[config.mk]
export PLATFORM = sky130hd
export DESIGN_NAME = xcorr_ctrl_flat
export DESIGN_NICKNAME = d
export VERILOG_FILES = /design/src/rtl/xcorr_ctrl_if.sv /design/src/rtl/xcorr_ctrl.sv /design/src/flat_wrapper.sv
export SDC_FILE = /design/constraint.sdc
export NUM_CORES = 1
export LEC_CHECK = 0
export ABC_AREA = 0
export BUFFER_PORTS_ARGS = -buffer_cell sky130_fd_sc_hd__clkbuf_2
export CORE_MARGIN = 2
export CORE_UTILIZATION = 52
export DETAILED_ROUTE_END_ITERATION = 12
export HOLD_SLACK_MARGIN = 0.03
export PLACE_DENSITY = 0.79
export SKIP_LAST_GASP = 1
export SYNTH_ARGS = -nofsm -noshare
export SYNTH_HDL_FRONTEND = slang
export SYNTH_SLANG_ARGS = --single-unit
[constraint.sdc]
create_clock -name clk -period 2.6 [get_ports clk]
set_clock_uncertainty 0.05 [all_clocks]
set_input_delay 0.52 -clock clk [delete_from_list [all_inputs] [get_ports clk]]
set_output_delay 0.52 -clock clk [all_outputs]
set_load 0.02 [all_outputs]
[src/rtl/xcorr_ctrl_if.sv]
// Handshake/result bundle between the cross-correlation controller and its environment.
// Combinational wiring only; the controller's outputs are all registered.
// Backpressure: the source is stalled through src_ready, and the correlator side is never stalled.
interface xcorr_ctrl_if #(
    parameter int INTEGER_SIZE = 16,
    parameter int FRACT_SIZE   = 16,
    parameter int NFFT         = 128
);
    localparam int DATA_WIDTH = INTEGER_SIZE + FRACT_SIZE;
    localparam int IDXW       = $clog2(NFFT);

    logic                         req;
    logic                         busy;
    logic                         src_valid;
    logic                         src_ready;
    logic                         start_FFT;
    logic                         data_valid_IFFT;
    logic                         end_IFFT;
    logic signed [DATA_WIDTH-1:0] corr_r;
    logic signed [DATA_WIDTH-1:0] corr_i;
    logic        [IDXW-1:0]       peak_idx;
    logic        [DATA_WIDTH:0]   peak_mag;
    logic                         done;
    logic                         err_underrun;
    logic                         err_short;
    logic                         err_timeout;

    modport master (
        output req, src_valid, data_valid_IFFT, end_IFFT, corr_r, corr_i,
        input  busy, src_ready, start_FFT, peak_idx, peak_mag, done,
               err_underrun, err_short, err_timeout
    );

    modport slave (
        input  req, src_valid, data_valid_IFFT, end_IFFT, corr_r, corr_i,
        output busy, src_ready, start_FFT, peak_idx, peak_mag, done,
               err_underrun, err_short, err_timeout
    );
endinterface

[src/rtl/xcorr_ctrl.sv]
// Frame sequencer and peak detector for the FFT/IFFT correlator; the WAIT/SCAN watchdog is built under XCORR_CTRL_TIMEOUT_EN.
// Latency: req -> start_FFT in 2 cycles; done is 1 cycle after the last scanned sample; all outputs are registered.
// Backpressure: loading starts only once src_valid is high, and a src_valid drop mid-load aborts the frame; IFFT input is never stalled.
module xcorr_ctrl #(
    parameter int INTEGER_SIZE   = 16,
    parameter int FRACT_SIZE     = 16,
    parameter int NFFT           = 128,
    parameter int TIMEOUT_CYCLES = 1024
) (
    input  logic         clk,
    input  logic         rst,
    xcorr_ctrl_if.slave  bus
);
    localparam int DATA_WIDTH = INTEGER_SIZE + FRACT_SIZE;
    localparam int IDXW       = $clog2(NFFT);
    localparam logic [IDXW-1:0] LAST = IDXW'(NFFT - 1);

    generate
        if (NFFT < 2 || (NFFT & (NFFT - 1)) != 0) begin : g_bad_nfft
            $error("xcorr_ctrl: NFFT must be a power of two >= 2");
        end
        if (TIMEOUT_CYCLES < 2) begin : g_bad_timeout
            $error("xcorr_ctrl: TIMEOUT_CYCLES must be >= 2");
        end
    endgenerate

    typedef enum logic [2:0] {
        S_IDLE, S_ARM, S_LOAD, S_WAIT, S_SCAN, S_DONE
    } state_t;

    state_t                state_q, state_d;
    logic [IDXW-1:0]       cnt_q, cnt_d;
    logic [IDXW-1:0]       peak_idx_q, peak_idx_d;
    logic [DATA_WIDTH:0]   peak_mag_q, peak_mag_d;
    logic                  err_underrun_q, err_underrun_d;
    logic                  err_short_q, err_short_d;
    logic                  err_timeout_q, err_timeout_d;
    logic                  busy_q, busy_d;
    logic                  src_ready_q, src_ready_d;
    logic                  start_q, start_d;
    logic                  done_q, done_d;

    // Sign-extend by one bit so |most-negative| is representable without saturation.
    logic [DATA_WIDTH:0] ext_r, ext_i, abs_r, abs_i, mag;
    assign ext_r = {bus.corr_r[DATA_WIDTH-1], bus.corr_r};
    assign ext_i = {bus.corr_i[DATA_WIDTH-1], bus.corr_i};
    assign abs_r = ext_r[DATA_WIDTH] ? -ext_r : ext_r;
    assign abs_i = ext_i[DATA_WIDTH] ? -ext_i : ext_i;
    assign mag   = abs_r + abs_i;

    logic tmo_hit;
`ifdef XCORR_CTRL_TIMEOUT_EN
    localparam int TMOW = $clog2(TIMEOUT_CYCLES);
    logic [TMOW-1:0] tmo_q, tmo_d;

    assign tmo_hit = (state_q == S_WAIT || state_q == S_SCAN) &&
                     (tmo_q == TMOW'(TIMEOUT_CYCLES - 1));

    always_comb begin
        tmo_d = tmo_q;
        if (state_q == S_LOAD) begin
            tmo_d = '0;
        end else if (state_q == S_WAIT || state_q == S_SCAN) begin
            tmo_d = tmo_q + TMOW'(1);
        end
    end

    always_ff @(posedge clk or negedge rst) begin
        if (!rst) begin
            tmo_q <= '0;
        end else begin
            tmo_q <= tmo_d;
        end
    end
`else
    assign tmo_hit = 1'b0;
`endif

    always_comb begin
        state_d        = state_q;
        cnt_d          = cnt_q;
        peak_idx_d     = peak_idx_q;
        peak_mag_d     = peak_mag_q;
        err_underrun_d = err_underrun_q;
        err_short_d    = err_short_q;
        err_timeout_d  = err_timeout_q;

        case (state_q)
            S_IDLE: begin
                if (bus.req) begin
                    state_d        = S_ARM;
                    peak_idx_d     = '0;
                    peak_mag_d     = '0;
                    err_underrun_d = 1'b0;
                    err_short_d    = 1'b0;
                    err_timeout_d  = 1'b0;
                end
            end
            S_ARM: begin
                if (bus.src_valid) begin
                    state_d = S_LOAD;
                    cnt_d   = '0;
                end
            end
            S_LOAD: begin
                if (!bus.src_valid) begin
                    err_underrun_d = 1'b1;
                    state_d        = S_DONE;
                end else if (cnt_q == LAST) begin
                    state_d = S_WAIT;
                    cnt_d   = '0;
                end else begin
                    cnt_d = cnt_q + IDXW'(1);
                end
            end
            S_WAIT, S_SCAN: begin
                if (bus.data_valid_IFFT) begin
                    // Strict compare keeps the earliest bin on ties; bin 0 always seeds the peak.
                    if (cnt_q == '0 || mag > peak_mag_q) begin
                        peak_mag_d = mag;
                        peak_idx_d = cnt_q;
                    end
                    cnt_d = cnt_q + IDXW'(1);
                    if (cnt_q == LAST) begin
                        state_d = S_DONE;
                    end else if (bus.end_IFFT) begin
                        err_short_d = 1'b1;
                        state_d     = S_DONE;
                    end else begin
                        state_d = S_SCAN;
                    end
                end else if (state_q == S_SCAN && bus.end_IFFT) begin
                    err_short_d = 1'b1;
                    state_d     = S_DONE;
                end
                if (tmo_hit && state_d != S_DONE) begin
                    err_timeout_d = 1'b1;
                    state_d       = S_DONE;
                end
            end
            S_DONE: begin
                state_d = S_IDLE;
            end
            default: begin
                state_d = S_IDLE;
            end
        endcase
    end

    // Control outputs are decoded from the next state so they are registered yet cycle-aligned.
    always_comb begin
        busy_d      = (state_d != S_IDLE);
        src_ready_d = (state_d == S_LOAD);
        start_d     = (state_d == S_LOAD) && (state_q == S_ARM);
        done_d      = (state_d == S_DONE);
    end

    always_ff @(posedge clk or negedge rst) begin
        if (!rst) begin
            state_q        <= S_IDLE;
            cnt_q          <= '0;
            peak_idx_q     <= '0;
            peak_mag_q     <= '0;
            err_underrun_q <= 1'b0;
            err_short_q    <= 1'b0;
            err_timeout_q  <= 1'b0;
            busy_q         <= 1'b0;
            src_ready_q    <= 1'b0;
            start_q        <= 1'b0;
            done_q         <= 1'b0;
        end else begin
            state_q        <= state_d;
            cnt_q          <= cnt_d;
            peak_idx_q     <= peak_idx_d;
            peak_mag_q     <= peak_mag_d;
            err_underrun_q <= err_underrun_d;
            err_short_q    <= err_short_d;
            err_timeout_q  <= err_timeout_d;
            busy_q         <= busy_d;
            src_ready_q    <= src_ready_d;
            start_q        <= start_d;
            done_q         <= done_d;
        end
    end

    assign bus.busy         = busy_q;
    assign bus.src_ready    = src_ready_q;
    assign bus.start_FFT    = start_q;
    assign bus.done         = done_q;
    assign bus.peak_idx     = peak_idx_q;
    assign bus.peak_mag     = peak_mag_q;
    assign bus.err_underrun = err_underrun_q;
    assign bus.err_short    = err_short_q;
    assign bus.err_timeout  = err_timeout_q;
endmodule

[src/flat_wrapper.sv]
// flat-port wrapper written by rule: the top's interface ports become plain ports
module xcorr_ctrl_flat 
#(
    parameter int INTEGER_SIZE   = 16,
    parameter int FRACT_SIZE     = 16,
    parameter int NFFT           = 128,
    parameter int TIMEOUT_CYCLES = 1024
)
  (clk, rst, bus_req, bus_src_valid, bus_data_valid_IFFT, bus_end_IFFT, bus_corr_r, bus_corr_i, bus_busy, bus_src_ready, bus_start_FFT, bus_peak_idx, bus_peak_mag, bus_done, bus_err_underrun, bus_err_short, bus_err_timeout);
  xcorr_ctrl_if #(.INTEGER_SIZE(INTEGER_SIZE), .FRACT_SIZE(FRACT_SIZE), .NFFT(NFFT)) bus_i ();
  input  logic clk;
  input  logic rst;
  input wire logic [$bits(bus_i.req)-1:0] bus_req;
  input wire logic [$bits(bus_i.src_valid)-1:0] bus_src_valid;
  input wire logic [$bits(bus_i.data_valid_IFFT)-1:0] bus_data_valid_IFFT;
  input wire logic [$bits(bus_i.end_IFFT)-1:0] bus_end_IFFT;
  input wire logic [$bits(bus_i.corr_r)-1:0] bus_corr_r;
  input wire logic [$bits(bus_i.corr_i)-1:0] bus_corr_i;
  output wire logic [$bits(bus_i.busy)-1:0] bus_busy;
  output wire logic [$bits(bus_i.src_ready)-1:0] bus_src_ready;
  output wire logic [$bits(bus_i.start_FFT)-1:0] bus_start_FFT;
  output wire logic [$bits(bus_i.peak_idx)-1:0] bus_peak_idx;
  output wire logic [$bits(bus_i.peak_mag)-1:0] bus_peak_mag;
  output wire logic [$bits(bus_i.done)-1:0] bus_done;
  output wire logic [$bits(bus_i.err_underrun)-1:0] bus_err_underrun;
  output wire logic [$bits(bus_i.err_short)-1:0] bus_err_short;
  output wire logic [$bits(bus_i.err_timeout)-1:0] bus_err_timeout;
  assign bus_i.req = bus_req;
  assign bus_i.src_valid = bus_src_valid;
  assign bus_i.data_valid_IFFT = bus_data_valid_IFFT;
  assign bus_i.end_IFFT = bus_end_IFFT;
  assign bus_i.corr_r = bus_corr_r;
  assign bus_i.corr_i = bus_corr_i;
  assign bus_busy = bus_i.busy;
  assign bus_src_ready = bus_i.src_ready;
  assign bus_start_FFT = bus_i.start_FFT;
  assign bus_peak_idx = bus_i.peak_idx;
  assign bus_peak_mag = bus_i.peak_mag;
  assign bus_done = bus_i.done;
  assign bus_err_underrun = bus_i.err_underrun;
  assign bus_err_short = bus_i.err_short;
  assign bus_err_timeout = bus_i.err_timeout;
  xcorr_ctrl #(.INTEGER_SIZE(INTEGER_SIZE), .FRACT_SIZE(FRACT_SIZE), .NFFT(NFFT), .TIMEOUT_CYCLES(TIMEOUT_CYCLES)) u_core (.clk(clk), .rst(rst), .bus(bus_i));
endmodule
==> results of run 1 <==
## flip-flops by register name (all words and copies together) (netlist names)
signal                   count
u_core.cnt_q                 7
u_core.bus.busy              1
u_core.bus.start_FFT         1
u_core.bus.src_ready         1
u_core.bus.err_underrun      1
u_core.bus.peak_mag         33
u_core.state_q               3
u_core.bus.done              1
u_core.bus.err_short         1
u_core.bus.peak_idx          7
## power by group
part           switching, W  leakage [nW]  total (W)  internal (W)
combinational       0.00252          3.58    0.00475       0.00223
clock              0.000298        0.0760   0.000703      0.000405
sequential         0.000224         0.763    0.00134       0.00112
total               0.00304          4.42    0.00679       0.00375
## through the flow
stage	area [um2]	std cells	TNS, ns	total power (W)
floorplan	6150	747	-119.29	0.00381
global placement	8430	1195	-131.48	0.00537
detailed placement	8430	1195	-137.64	0.00556
CTS	8810	1216	-118.32	0.00645
global route	9080	1222	-131.92	0.00728
finish	9080	1222	-123.05	0.00679
## placed cells by master, fill, tap and decap left out, drive strengths merged, types with 12 or more instances in the layout
cell    instances
o21ai          65
buf           234
nand2b         13
nand4          13
o41ai          13
o31ai          20
a21oi          52
xor2           12
ha             69
nor3           13
a22o           15
dfrtp          56
a21o           20
clkbuf        123
nand2          90
xnor2          78
inv            57
nor2           29
## synthesized netlist by cell type (all sizes together), types with 2 or more instances
cell type,n,area share
a21oi,52,0.043
nor3,13,0.011
clkbuf,21,0.013
inv,57,0.035
nor4bb,2,0.0033
or3,8,0.011
a31oi,5,0.0052
o21ai,65,0.054
nand3,11,0.011
o41ai,13,0.020
buf,4,0.0035
o211a,2,0.0033
nor4,8,0.014
ha,69,0.14
nor2b,6,0.0062
a21boi,3,0.0037
nor2,29,0.018
a41o,2,0.0033
a21o,20,0.025
a22o,15,0.022
a211oi,3,0.0037
o21bai,6,0.0075
a41oi,3,0.0044
nand2,90,0.056
nor3b,2,0.0025
and3,3,0.0031
o211ai,6,0.0075
and2,7,0.0073
o31ai,20,0.025
or4,9,0.013
nand4,13,0.013
dfrtp,56,0.23
xor2,12,0.017
xnor2,78,0.11
nand2b,13,0.015
nand3b,2,0.0025
or2,2,0.0021
## how the worst max path moves through the flow
stage / from / end / slack (ns) / cells past startpoint
2_1_floorplan: bus_corr_i[5] / u_core.bus.peak_mag[25]$_DFFE_PN0P_ / -3.03 / 24
3_3_place_gp: bus_corr_i[5] / u_core.bus.peak_mag[23]$_DFFE_PN0P_ / -3.32 / 23
3_5_place_dp: bus_corr_i[5] / u_core.bus.peak_mag[23]$_DFFE_PN0P_ / -3.48 / 23
4_1_cts: bus_corr_r[2] / u_core.bus.peak_mag[31]$_DFFE_PN0P_ / -3.02 / 25
5_1_grt: bus_corr_r[2] / u_core.bus.peak_mag[16]$_DFFE_PN0P_ / -3.37 / 25
6_report: bus_corr_i[5] / u_core.bus.peak_mag[16]$_DFFE_PN0P_ / -3.17 / 24
## kinds of logic (layout without fill, tap and decap cells)
| logic type | after synthesis | count (layout) |
|---|---|---|
| AO/OA/AOI/OAI | 227 | 227 |
| XOR/XNOR | 90 | 90 |
| adder cells (fa/ha/maj) | 70 | 70 |
| buffers and inverters | 82 | 414 |
| flip-flops | 56 | 56 |
| other | 1 | 1 |
| AND/OR/NAND/NOR | 221 | 221 |
## area by class of cell
class,instances,area [um2]
clock buffer,7,153
fill,710,2290
inverter,57,214
multi-input combinational,609,4690
sequential,56,1400
tap,143,179
timing repair buffer,350,2440
## what timing repair did
| action | in CTS | in global routing |
|---|---|---|
| gates cloned | 0 | 2 |
| hold buffers | 0 | 0 |
| pin swaps | 29 | 34 |
| resized for setup | 19 | 53 |
| setup endpoints to repair | 40 | 40 |
| setup buffers | 14 | 5 |
## routing by layer
layer  GRT usage  routed length [um]  vias up  share of wire
met1       0.341                7970     3207           0.41
li1            -                   -     3371              -
met4       0.102                 728        0          0.037
met2       0.531                9820      295           0.50
met3      0.0310                1070       62          0.055
met5           0                   0        -              0
==> results.toml, run 1 <==
[placement]
finalWeightedCongestion = 0.972
pre_cts_ws_ns = -3.48
dp_hpwl_um = 14200
portBuffers = 115

[worst_setup_path]
cpLargestDelayFamily = "simple AND/OR/NAND/NOR gates"
cp_num_buf_inv = 3
worst_path_max_delay_cell = "or4_4"
crit_chain = "clkbuf_2 > or4_4 > or3_4 > nand2b_4 > o21ai_1 > xnor2_1 > ha_1 > a21oi_1 > o21ai_1 > nor2b_1 > or4b_4 > o2111ai_4 > o21bai_2 > a221o_1 > ha_4 > nand4_1 > nor3_1 > nand2_1 > o211ai_1 > o211a_1 > nand2_4 > buf_6 > buf_12 > a22o_1"
critPathKind = "input port to flop"
worstSetupStartpointType = "input port"
arrival_ns = 5.90
cpMostUsedCell = "o21ai_1"
cp_max_fo = 7
r2r_end = "u_core.bus.peak_mag[31]$_DFFE_PN0P_"
cp.required_ns = 2.74
end_kind = "flop"
slowest_delay_ns = 0.54
r2r-start = "u_core.bus.peak_mag[6]$_DFFE_PN0P_"
r2r_cells = 11
rrSetupSlack_ns = -0.07

[clock_tree]
cts_made_buffers = 5
cts-htree-levels = 2
numClockSinks = 56
clk_pin_slew_ns = 0.07
clock_latency_ns = 0.30
cts_tree = "yes"
root_buffer = "clkbuf_16"
cts_buffer_depth = 2

[synthesis]
syn-num-nets = 887
yosys.area_share.simple = 0.194
yosysSeqAreaShare = 0.232
synthesis.area_um2 = 6040
syn_inst = 747
synth-compound-area-share = 0.245
async_flop_share = 1.00
synth_seq_cells = 56
synth_top_family_by_area = "compound AO/OA/AOI/OAI gates"
yosysWarnings = 0
synth_adder_area_share = 0.146
synth_cell_type_count = 67
synth-edff-count = 0
avgSynthCellArea_um2 = 8.08
synth-xor-area-share = 0.131
synth_mux_area_frac = 0
synth_top_flop_cell = "dfrtp_1"

[floorplanning]
core-area_um2 = 11400
dieArea_um2 = 12500
num_io_pins = 117
die_w_um = 112
start_util = 0.531
rows = 39
fp.dieH_um = 112

[timing]
hold_violations = 0
slew_violations = 0
post-route-period-util = 2.22
worst_slack_ns = -3.17
tightest_slew_ns = 0.800
slew_headroom = 0.467
layout_min_cycle_time_ns = 5.77
worst_hold_slack_ns = 0.256
setup_viol = 40
rsz0062_at_grt = "true"
fmax_ghz = 0.173

[routing]
firstDrtPassIters = 7
routed_wl_um = 19600
ant_nets = 0
via_per_inst = 5.68
drc = 0
num_vias = 6935
post_drt_wl_per_cell_um = 16.0
initialDrtViolationCount = 409

[pwr]
vdd_drop_max_mv = 0.653
powerDensity_nw_per_um2 = 749
power.leakage_nw = 4.42

[global_route]
grt.overflow.total = 0
grt_antenna_before_repair = 0
grt_pass1_vias = 6837
grt_pass1_wl_um = 30100
grt_util_all_layers = 0.286
grt_max_degree = 32

[final_layout]
drive_gt1_frac = 0.393
final_util = 0.798
nets = 1219
n_antenna_cell = 0
syn_to_final_growth_pct = 50.4

[run_status]
failed_checks = "setup timing"
status = "finished, violations left"

[min_path]
hold_path.class = "input port to asynchronous set/reset pin"

[run]
drv_cap = 0
Note: power is estimated with default switching activity, not from simulation.
==> run 2: changes to the inputs <==
--- a/config.mk
+++ b/config.mk
@@ -8,10 +8,11 @@
 export ABC_AREA = 0
 export BUFFER_PORTS_ARGS = -buffer_cell sky130_fd_sc_hd__clkbuf_2
 export CORE_MARGIN = 2
-export CORE_UTILIZATION = 52
+export CORE_UTILIZATION = 53
+export CTS_BUF_LIST = sky130_fd_sc_hd__clkbuf_4 sky130_fd_sc_hd__clkbuf_8
 export DETAILED_ROUTE_END_ITERATION = 12
 export HOLD_SLACK_MARGIN = 0.03
-export PLACE_DENSITY = 0.79
+export PLACE_DENSITY = 0.8
 export SKIP_LAST_GASP = 1
 export SYNTH_ARGS = -nofsm -noshare
 export SYNTH_HDL_FRONTEND = slang
==> run 2 against run 1 <==
  * The run still ends with setup timing left
  * Global-route usage down 0.93 points
  * Critical path depth up 2
  * Sequential power about the same
  * Via count down 2.0%
  * Non-clock buffer count down 2
  * First-iteration DRC count up 1.2%
  * Combinational power down 4%
  * Total power down 5.8%
  * Clock power down 29%
  * Core utilization up 0.42 points
  * Sequential share of layout area up 0.46 points
==> results.toml, run 2 (synthesized netlist as in run 1, its figures left out) <==
[run_status]
status = "finished, violations left"
failed_checks = "setup timing"

[final_layout]
drive_gt1_frac = 0.376
final_common_cell = "buf_4"
final_cell_mix = "buf_4 (226), clkbuf_2 (114), nand2_1 (89), xnor2_1 (78), ha_1 (68)"
nets = 1217
n_antenna_cell = 0
syn_to_final_growth_pct = 46.0
largest_reg_flops = 33
final_area_um2 = 8810
n_fill_cell = 684

[placement]
portBuffers = 115
finalWeightedCongestion = 0.892
place_area_um2 = 8390
dp_hpwl_um = 14000

[routing]
post_drt_wl_per_cell_um = 15.3
routed_wl_um = 18700
firstDrtPassIters = 5
ant_nets = 0
drc = 0
num_vias = 6798
via_per_inst = 5.58
initialDrtViolationCount = 414

[worst_setup_path]
critPathKind = "input port to flop"
cp.required_ns = 2.76
r2r-start = "u_core.bus.peak_mag[16]$_DFFE_PN0P_"
r2r_end = "u_core.bus.peak_mag[14]$_DFFE_PN0P_"
end_kind = "flop"
endpoint = "u_core.bus.peak_mag[14]$_DFFE_PN0P_"
arrival_ns = 6.06
worstSetupStartpointType = "input port"
cp_max_fo = 8
rrSetupSlack_ns = -0.14
r2r_cells = 11
crit_path_start = "bus_corr_r[4]"

[timing]
slew_headroom = 0.548
fmax_ghz = 0.169
finalSetupTns_ns = -129.44
post-route-period-util = 2.27
hold_violations = 0
tightest_slew_ns = 0.678
setup_viol = 40
worst_slack_ns = -3.30
layout_min_cycle_time_ns = 5.90
rsz0062_at_grt = "true"
slew_violations = 0

[global_route]
grt.overflow.total = 0
grt_antenna_before_repair = 0
grt_max_degree = 22
grt_util_all_layers = 0.277
grt_pass1_wl_um = 29100
grt_pass1_vias = 6470

[floorplanning]
die_w_um = 111
rows = 38
core-area_um2 = 11000
dieArea_um2 = 12300
fp.dieH_um = 111
num_io_pins = 117
start_util = 0.550

[pwr]
intPower_w = 0.00344
vdd_drop_max_mv = 0.556
switching_share = 0.462
power.leakage_nw = 4.32
seq_power_share = 0.208
powerDensity_nw_per_um2 = 726
power_switching_w = 0.00295
p_comb_frac = 0.714
power_frac_clock = 0.078

[clock_tree]
clock_latency_ns = 0.32
clk_pin_slew_ns = 0.10
cts-htree-levels = 2
cts_tree = "yes"
cts_made_buffers = 5
cts_buffer_depth = 2
root_buffer = "clkbuf_8"
numClockSinks = 56
postCtsHoldBufs = 0

[min_path]
hold_path.class = "input port to asynchronous set/reset pin"

[run]
drv_cap = 0
[run 2: timing repair]
action                                  CTS  global route
resized for setup                        22            17
setup buffers                            11             5
endpoints found under the hold margin     0             0
pin swaps                                13             1
cloned                                    0             1
endpoints found under the setup margin   40            40
[run 2: power by group through the flow]
stage | clock (W) | combinational, W | sequential [W]
3_5_place_dp | 0 | 0.00410 | 0.00134
2_1_floorplan | 0 | 0.00226 | 0.00155
4_1_cts | 0.000506 | 0.00425 | 0.00133
5_1_grt | 0.000541 | 0.00498 | 0.00136
6_report | 0.000499 | 0.00457 | 0.00133
3_3_place_gp | 0 | 0.00396 | 0.00133
[run 2: worst min path at each step]
stage / depth (start not counted) / end / from
floorplan: 0 / u_core.bus.busy$_DFF_PN0_ / rst
detailed placement: 2 / u_core.bus.peak_idx[0]$_DFFE_PN0P_ / u_core.bus.peak_idx[0]$_DFFE_PN0P_
CTS: 1 / u_core.bus.peak_idx[0]$_DFFE_PN0P_ / rst
finish: 1 / u_core.bus.peak_idx[2]$_DFFE_PN0P_ / rst
global placement: 2 / u_core.bus.peak_idx[2]$_DFFE_PN0P_ / u_core.bus.peak_idx[2]$_DFFE_PN0P_
global route: 1 / u_core.bus.peak_idx[4]$_DFFE_PN0P_ / rst
[run 2: through the flow]
stage,power (W),util,cells,hold slack [ns],setup slack [ns]
after floorplan,0.00381,-,747,0.174,-3.03
after global placement,0.00529,0.764,1194,0.411,-3.39
after detailed placement,0.00544,0.764,1194,0.425,-3.54
after CTS,0.00608,0.789,1212,0.0921,-2.96
after global routing,0.00688,0.803,1218,0.107,-3.48
final,0.00640,0.803,1218,0.0796,-3.30
[run 2: layout make-up]
class | count | area, um2 | area share
Multi-Input combinational cell | 609 | 4550 | 0.516
Sequential cell | 56 | 1400 | 0.159
Timing Repair Buffer | 348 | 2380 | 0.270
Clock inverter | 2 | 16.3 | 0.00185
Clock buffer | 6 | 76.3 | 0.00866
Tap cell | 140 | 175 | 0.0199
Inverter | 57 | 214 | 0.0243
[run 2: routing by layer]
layer / up-vias / track usage / wire length (um)
li1: 3356 / - / -
met5: - / 0 / 0
met2: 248 / 0.508 / 9420
met3: 40 / 0.0224 / 864
met4: 0 / 0.0833 / 484
met1: 3154 / 0.346 / 7920
[run 2: critical path, stage by stage]
cell      delay, ns
buf_6          0.09
or3_4          0.39
nor4_4         0.23
nand3_2        0.14
or3_4          0.43
o41ai_4        0.24
xnor2_1        0.19
ha_1           0.28
a21o_1         0.18
a21o_1         0.20
a21oi_2        0.19
o21ai_1        0.12
a41o_1         0.23
o2111a_1       0.25
or4_4          0.42
and2_4         0.16
ha_4           0.26
nand4_1        0.12
buf_4          0.19
nor4_4         0.21
nand4_1        0.20
o211a_1        0.23
nand2_4        0.15
nor2_4         0.10
buf_6          0.13
a22o_1         0.19
